$ cat src/rtl/row_fetch_scheduler.sv
// -----------------------------------------------------------------------------
// row_fetch_scheduler
//
// Produces one pixel byte per request for the 128x64 OLED page driver.  The
// screen is four 16-character rows; each row has its own generator (text,
// binary, hex/dec, progress bar).  A request address is split into row, char
// index, glyph half and glyph column.  Text rows return a character code that
// is translated through the shared font ROM.  Graphic rows return raw pixel
// bytes and bypass the ROM.  Disabled rows answer 8'h00 immediately.
//
// Ports
//   clk              system clock
//   resetn           asynchronous active-low reset
//   pixelReq         request one byte (only looked at while idle)
//   pixelAddress     [9:8] row, [7] bottom glyph half, [6:3] char, [2:0] column
//   pixelData        result byte, held after the valid pulse
//   pixelValid       one-cycle completion pulse
//   busy             high from accept until the cycle after pixelValid
//   rowEnable        per-row enable, disabled rows return 8'h00
//   charIndex        char index shared by all text row generators
//   rowPixelAddress  captured request address, for graphic row generators
//   rowByte0..3      row generator outputs
//   fontAddr         {char code, half, column} into the font ROM
//   fontData         font ROM output
//
// State table
//   state       | meaning
//   ------------+-------------------------------------------------------------
//   S_IDLE      | waiting for pixelReq, busy low
//   S_ROW_WAIT  | row generators settling on charIndex / rowPixelAddress
//   S_LATCH     | sample the addressed row byte; graphic -> done, text -> ROM
//   S_FONT_WAIT | font ROM settling on fontAddr
//   S_DONE      | pixelValid high for this single cycle
// -----------------------------------------------------------------------------
module row_fetch_scheduler #(
  parameter int unsigned ROW_LATENCY  = 2,       // 1..7
  parameter int unsigned FONT_LATENCY = 1,       // 1..7
  parameter logic [3:0]  GRAPHIC_ROWS = 4'b1000  // 1 = raw pixel row
) (
  input  logic        clk,
  input  logic        resetn,
  input  logic        pixelReq,
  input  logic [9:0]  pixelAddress,
  output logic [7:0]  pixelData,
  output logic        pixelValid,
  output logic        busy,
  input  logic [3:0]  rowEnable,
  output logic [3:0]  charIndex,
  output logic [9:0]  rowPixelAddress,
  input  logic [7:0]  rowByte0,
  input  logic [7:0]  rowByte1,
  input  logic [7:0]  rowByte2,
  input  logic [7:0]  rowByte3,
  output logic [11:0] fontAddr,
  input  logic [7:0]  fontData
);

  typedef enum logic [2:0] {
    S_IDLE,
    S_ROW_WAIT,
    S_LATCH,
    S_FONT_WAIT,
    S_DONE
  } state_t;

  // ROW_WAIT lasts ROW_LATENCY cycles, so the row byte is already stable when
  // LATCH samples it one cycle later.  FONT_WAIT lasts FONT_LATENCY+1 cycles
  // for the same reason: fontAddr is itself registered on leaving LATCH, so
  // fontData settles FONT_LATENCY edges after that and is sampled one edge on.
  localparam logic [2:0] ROW_TC  = 3'(ROW_LATENCY - 1);
  localparam logic [2:0] FONT_TC = 3'(FONT_LATENCY);

  state_t     state;
  logic [2:0] wait_cnt;

  // rowPixelAddress doubles as the captured request address for the whole
  // transaction, so later changes on pixelAddress cannot leak in.
  logic [1:0] cap_row;
  logic       cap_half;
  logic [2:0] cap_col;
  logic [7:0] row_byte_sel;
  logic [1:0] req_row;

  assign cap_row  = rowPixelAddress[9:8];
  assign cap_half = rowPixelAddress[7];
  assign cap_col  = rowPixelAddress[2:0];
  assign req_row  = pixelAddress[9:8];

  always_comb begin
    row_byte_sel = rowByte0;
    case (cap_row)
      2'd0:    row_byte_sel = rowByte0;
      2'd1:    row_byte_sel = rowByte1;
      2'd2:    row_byte_sel = rowByte2;
      default: row_byte_sel = rowByte3;
    endcase
  end

  always_ff @(posedge clk or negedge resetn) begin
    if (!resetn) begin
      state           <= S_IDLE;
      wait_cnt        <= 3'd0;
      pixelData       <= 8'h00;
      pixelValid      <= 1'b0;
      busy            <= 1'b0;
      charIndex       <= 4'h0;
      rowPixelAddress <= 10'h000;
      fontAddr        <= 12'h000;
    end else begin
      case (state)
        S_IDLE: begin
          if (pixelReq) begin
            rowPixelAddress <= pixelAddress;
            charIndex       <= pixelAddress[6:3];
            busy            <= 1'b1;
            wait_cnt        <= 3'd0;
            if (rowEnable[req_row]) begin
              state <= S_ROW_WAIT;
            end else begin
              // Disabled row: answer at once without touching generators.
              pixelData  <= 8'h00;
              pixelValid <= 1'b1;
              state      <= S_DONE;
            end
          end
        end

        S_ROW_WAIT: begin
          if (wait_cnt == ROW_TC) begin
            wait_cnt <= 3'd0;
            state    <= S_LATCH;
          end else begin
            wait_cnt <= wait_cnt + 3'd1;
          end
        end

        S_LATCH: begin
          if (GRAPHIC_ROWS[cap_row]) begin
            pixelData  <= row_byte_sel;
            pixelValid <= 1'b1;
            state      <= S_DONE;
          end else begin
            // Char code goes to the ROM untouched, control codes included.
            fontAddr <= {row_byte_sel, cap_half, cap_col};
            wait_cnt <= 3'd0;
            state    <= S_FONT_WAIT;
          end
        end

        S_FONT_WAIT: begin
          if (wait_cnt == FONT_TC) begin
            wait_cnt   <= 3'd0;
            pixelData  <= fontData;
            pixelValid <= 1'b1;
            state      <= S_DONE;
          end else begin
            wait_cnt <= wait_cnt + 3'd1;
          end
        end

        S_DONE: begin
          pixelValid <= 1'b0;
          busy       <= 1'b0;
          state      <= S_IDLE;
        end

        default: begin
          pixelValid <= 1'b0;
          busy       <= 1'b0;
          wait_cnt   <= 3'd0;
          state      <= S_IDLE;
        end
      endcase
    end
  end

endmodule

$ cat config.mk
export PLATFORM = sky130hd
export DESIGN_NAME = row_fetch_scheduler
export DESIGN_NICKNAME = d
export VERILOG_FILES = /design/src/rtl/row_fetch_scheduler.sv
export SDC_FILE = /design/constraint.sdc
export NUM_CORES = 1
export LEC_CHECK = 0
export BUFFER_PORTS_ARGS = -buffer_cell sky130_fd_sc_hd__buf_2
export CAP_MARGIN = 10
export CORE_ASPECT_RATIO = 2
export CORE_MARGIN = 1.5
export CORE_UTILIZATION = 41
export DETAILED_ROUTE_END_ITERATION = 12
export GPL_ROUTABILITY_DRIVEN = 0
export PLACE_DENSITY = 0.76
export SLEW_MARGIN = 20
export SYNTH_ARGS = -nofsm -noshare
export SYNTH_HDL_FRONTEND = slang
export SYNTH_SLANG_ARGS = --single-unit
$ cat constraint.sdc
create_clock -name clk -period 1.8 [get_ports clk]
set_input_delay 0 -clock clk [delete_from_list [all_inputs] [get_ports clk]]
set_output_delay 0 -clock clk [all_outputs]
set_load 0.01 [all_outputs]
==> flow_results.org <==
** Global routing
- Summed over all layers, the global routing overflow is 0.
- The global routing stage identified its most utilized layer as met2.
- In the global route stage, met1 resource usage came out at 24.3%.
- Via count of the first global-routing pass :: 1871
- Global routing consumed, on the met2 layer, 39.1% of the routing resources.
- Global-route wire length before repair :: 8510 microns
- The number of antenna violations at the first check in global routing came to 0.
- For met3 alone, demand over resource in global routing was 3.03%.
- Entering global routing, the biggest net connects 39 pins.
- Global router's overall resource usage :: 22.5%

** Timing
- Remaining max-slew budget at the tightest pin :: 43.6%
- Timing would allow up to 578 MHz.
- The smallest clock period supported by the final layout is computed as 1.73 ns.
- Worst Max-Slew Pin Slew :: 0.846 ns
- Setup violations remaining at the end of the flow were counted as 0.
- The total count of hold-check failures in the final report is 0.
- Adding up every negative setup slack in the final design gives 0 ns.
- Worst clock skew :: 0.00441 ns
- Tcrit/Tclk final :: 96.1%
- Setup repair after global routing missed its margin :: no
- Final-report max-slew violation count :: 0

** Power and ir drop
- The analysis attributes to cell leakage a power of 0.00134 uW.
- The worst-case IR drop observed on VDD is 948 uV.
- PwrDens :: 1630 nW/um^2
- The design draws 4390 uW.

** Job
- Max-cap violations in this run came to 0.

** Synth
- After synthesis, the largest family of logic cells by area is multiplexers.
- Post-synthesis instance area :: 1880 sq um
- Average cell area after synthesis :: 11.2 sq um
- Synthesis instantiated 32 different standard cells from the library.
- Share of synthesized cell area in full adder, half adder and majority cells :: 0%
- Post-synthesis compound-gate area fraction :: 14.9%
- During synthesis, Yosys emitted a total of 0 warnings.
- After Yosys synthesis, and, or, nand and nor cells account for 10.4% of the synthesized area.
- After technology mapping, the gate count stands at 168.
- Synthesized flop and latch total :: 38
- Net Count, Synth :: 225
- Proportion of synthesized area in mux cells :: 17.9%
- Of the total synthesized cell area, the portion taken by XOR and XNOR cells is 0.930%.
- The share of the Yosys chip area taken by registers is 50.5%.

** Hold path
- The path class of the tightest hold or removal check is in2reg.
- Cells on Worst Hold Path :: 3

** Routing
- After the first detailed-routing iteration, the DRC count stood at 69.
- Routed Antenna Nets :: 0
- Total Wirelength :: 5200 microns
- In the final routed layout, each cell accounts on average for 15.7 microns.
- The routed layout has 1698 vias.
- The pre-antenna-repair detailed-routing pass consisted of 4 iterations.
- After detailed routing, the number of remaining DRC violations is 0.
- After detailed routing, the number of vias per cell comes to 5.13.

** Status
- The flow ran to the end, and the final reports show no timing, DRC or antenna violations.

** Cells and area
- Commonest cells after routing, fill and taps aside :: 92 x sky130_fd_sc_hd__buf_2, 38 x sky130_fd_sc_hd__dfrtp_1, 27 x sky130_fd_sc_hd__mux2_2
- The area growth from synthesis to layout is 43.0%.
- Storage element area :: 951 sq um
- Multi-input gate area :: 848 sq um
- The post-route netlist has 53.1% of its cells at a drive strength greater than 1.
- Nets :: 333
- Antenna cells :: 0
- The filler cells instantiated in the layout total 383.
- Cell Count, Final, Fillers Out :: 331
- Leading cell type in the layout, fill and taps excluded :: sky130_fd_sc_hd__buf_2

** CTS
- Clock Pin Slew Worst Setup and Hold Paths :: 0.07 ns
- Clock tree synthesis inserted a total of 5 buffers.
- The H-tree was split into 2 levels.
- TritonCTS clock tree :: yes
- The number of setup buffers added after CTS is 0.
- Number of buffers on the longest clock path :: 2
- The clock reaches the later pin of the worst-skew pair after 0.29 ns.
- Master cell of the clock root buffer :: sky130_fd_sc_hd__clkbuf_8
- Clock tree synthesis found a total of 38 sinks.

** Setup path
- In this run the worst path has a maximum fanout of 9.
- Cell depth of the worst flop-to-flop path :: 5
- Required @ worst endpoint :: 1.97 ns
- The worst setup path is captured at a flop.
- Critical Path Start Type :: input port
- The worst setup path is of the in2reg kind.
- For the worst setup path, the data arrival time is 1.90 ns.

** Placement
- Input and output buffers added on the ports amount to 92.
- Half-perimeter wire length after placement :: 3860 microns
- Once placement completed, the tool counted placed cells totaling 312.

** Floorplanning
- The floorplan has 34 rows.
- The floorplan step set the die width to 50.9 microns.
- Initial standard-cell utilization of the core :: 43.0%
- Pin placement for this block handled 93 I/O pins.
- The core region is 4380 sq um.
- The floorplan step set the die height to 98.9 microns.
- The floorplan step defined a die boundary enclosing 5040 sq um.
==> critical path: stages <==
cell	delay, ns
sky130_fd_sc_hd__dlygate4sd3_1	0.53
sky130_fd_sc_hd__buf_2	0.13
sky130_fd_sc_hd__mux4_2	0.29
sky130_fd_sc_hd__a32o_2	0.31
sky130_fd_sc_hd__nor3_4	0.15
sky130_fd_sc_hd__buf_12	0.15
sky130_fd_sc_hd__mux2_2	0.33
==> kinds of logic after synthesis <==
family | after synthesis
AO/OA/AOI/OAI | 43
XOR/XNOR | 2
buffers and inverters | 16
multiplexers | 29
flip-flops | 38
AND/OR/NAND/NOR | 40
==> routing by layer <==
| layer | vias to the layer above | part of all wire, % | wire (microns) |
|---|---|---|---|
| met1 | 802 | 36 | 1880 |
| met4 | 0 | 4.2 | 221 |
| met3 | 17 | 4.6 | 240 |
| met5 | - | 0 | 0 |
| met2 | 65 | 55 | 2860 |
| li1 | 814 | - | - |
==> power by group <==
group	leakage, uW	internal, uW	switching [uW]	total (uW)
registers	0.000467	1220	272	1500
clock network	0.0000714	591	304	895
logic	0.000797	987	1010	2000
total	0.00134	2800	1590	4390
==> final timing paths <==
path / end / slack, ns / startpoint
min in group asynchronous: fontAddr[7] / 0.40 / resetn
max: pixelData[3] / 0.07 / pixelAddress[9]
max in group asynchronous: pixelData[3] / 0.88 / resetn
min: busy / 0.02 / pixelReq
max reg2reg: pixelData[0] / 0.12 / rowPixelAddress[8]
min reg2reg: fontAddr[1] / 0.49 / rowPixelAddress[1]
==> registers in the layout (all words and copies together), names as in the netlist <==
signal / flops
fontAddr: 12
busy: 1
pixelData: 8
rowPixelAddress: 7
state: 3
pixelValid: 1
charIndex: 3
wait_cnt: 3
==> Yosys cell counts <==
cell                         n  share of area (%)
sky130_fd_sc_hd__o31ai_1     1               0.40
sky130_fd_sc_hd__nand2_1    18                3.6
sky130_fd_sc_hd__a22o_1      2               0.93
sky130_fd_sc_hd__nand3b_1    1               0.40
sky130_fd_sc_hd__clkbuf_8    2                1.5
sky130_fd_sc_hd__nor2b_1     1               0.33
sky130_fd_sc_hd__a32o_2      1               0.60
sky130_fd_sc_hd__o22ai_1     8                2.7
sky130_fd_sc_hd__o21a_1      1               0.40
sky130_fd_sc_hd__mux4_2      1                1.2
sky130_fd_sc_hd__xor2_1      1               0.46
sky130_fd_sc_hd__nor3b_2     1               0.66
sky130_fd_sc_hd__nor3b_1     1               0.40
sky130_fd_sc_hd__nand2b_1    2               0.66
sky130_fd_sc_hd__a21o_1      1               0.40
sky130_fd_sc_hd__xnor2_1     1               0.46
sky130_fd_sc_hd__dfrtp_1    38                 50
sky130_fd_sc_hd__o2bb2ai_1   8                3.7
sky130_fd_sc_hd__nor3_4      1               0.86
sky130_fd_sc_hd__mux2i_1     1               0.53
sky130_fd_sc_hd__mux2_2     27                 16
sky130_fd_sc_hd__a21oi_1    11                2.9
sky130_fd_sc_hd__clkbuf_1    6                1.2
sky130_fd_sc_hd__and2_1      2               0.66
sky130_fd_sc_hd__o21ai_0     9                2.4
sky130_fd_sc_hd__inv_1       1               0.20
sky130_fd_sc_hd__a2bb2oi_1   1               0.46
sky130_fd_sc_hd__nor2_1     11                2.2
sky130_fd_sc_hd__buf_1       1               0.20
sky130_fd_sc_hd__nand4_1     1               0.33
sky130_fd_sc_hd__and3_1      1               0.33
sky130_fd_sc_hd__buf_4       6                2.4
==> layout make-up <==
type / count / area share, %
well taps: 54 / 2.51
clock inverters: 2 / 2.23
repair buffers: 116 / 25.3
clock buffers: 6 / 3.07
flip-flops and latches: 38 / 35.3
inverters: 1 / 0.139
multi-input cells: 114 / 31.5
==> what timing repair did <==
action                                  4_1_cts  5_1_grt
hold endpoints to repair                     48        0
hold buffers                                 11        0
gates resized for setup                       0        3
endpoints found under the setup margin        0        8
==> per-stage QoR <==
stage | instance area [sq um] | hold slack, ns | util [%] | setup slack, ns
floorplan | 1880 | -0.296 | - | 0.0403
global placement | 2420 | 0.143 | 55.3 | 0.0894
detailed placement | 2420 | 0.153 | 55.3 | 0.0590
CTS | 2680 | 0.0136 | 61.1 | 0.0246
global route | 2690 | 0.0467 | 61.5 | 0.0195
finish | 2690 | 0.0187 | 61.5 | 0.0706
Note: power is estimated with default switching activity, not from simulation.
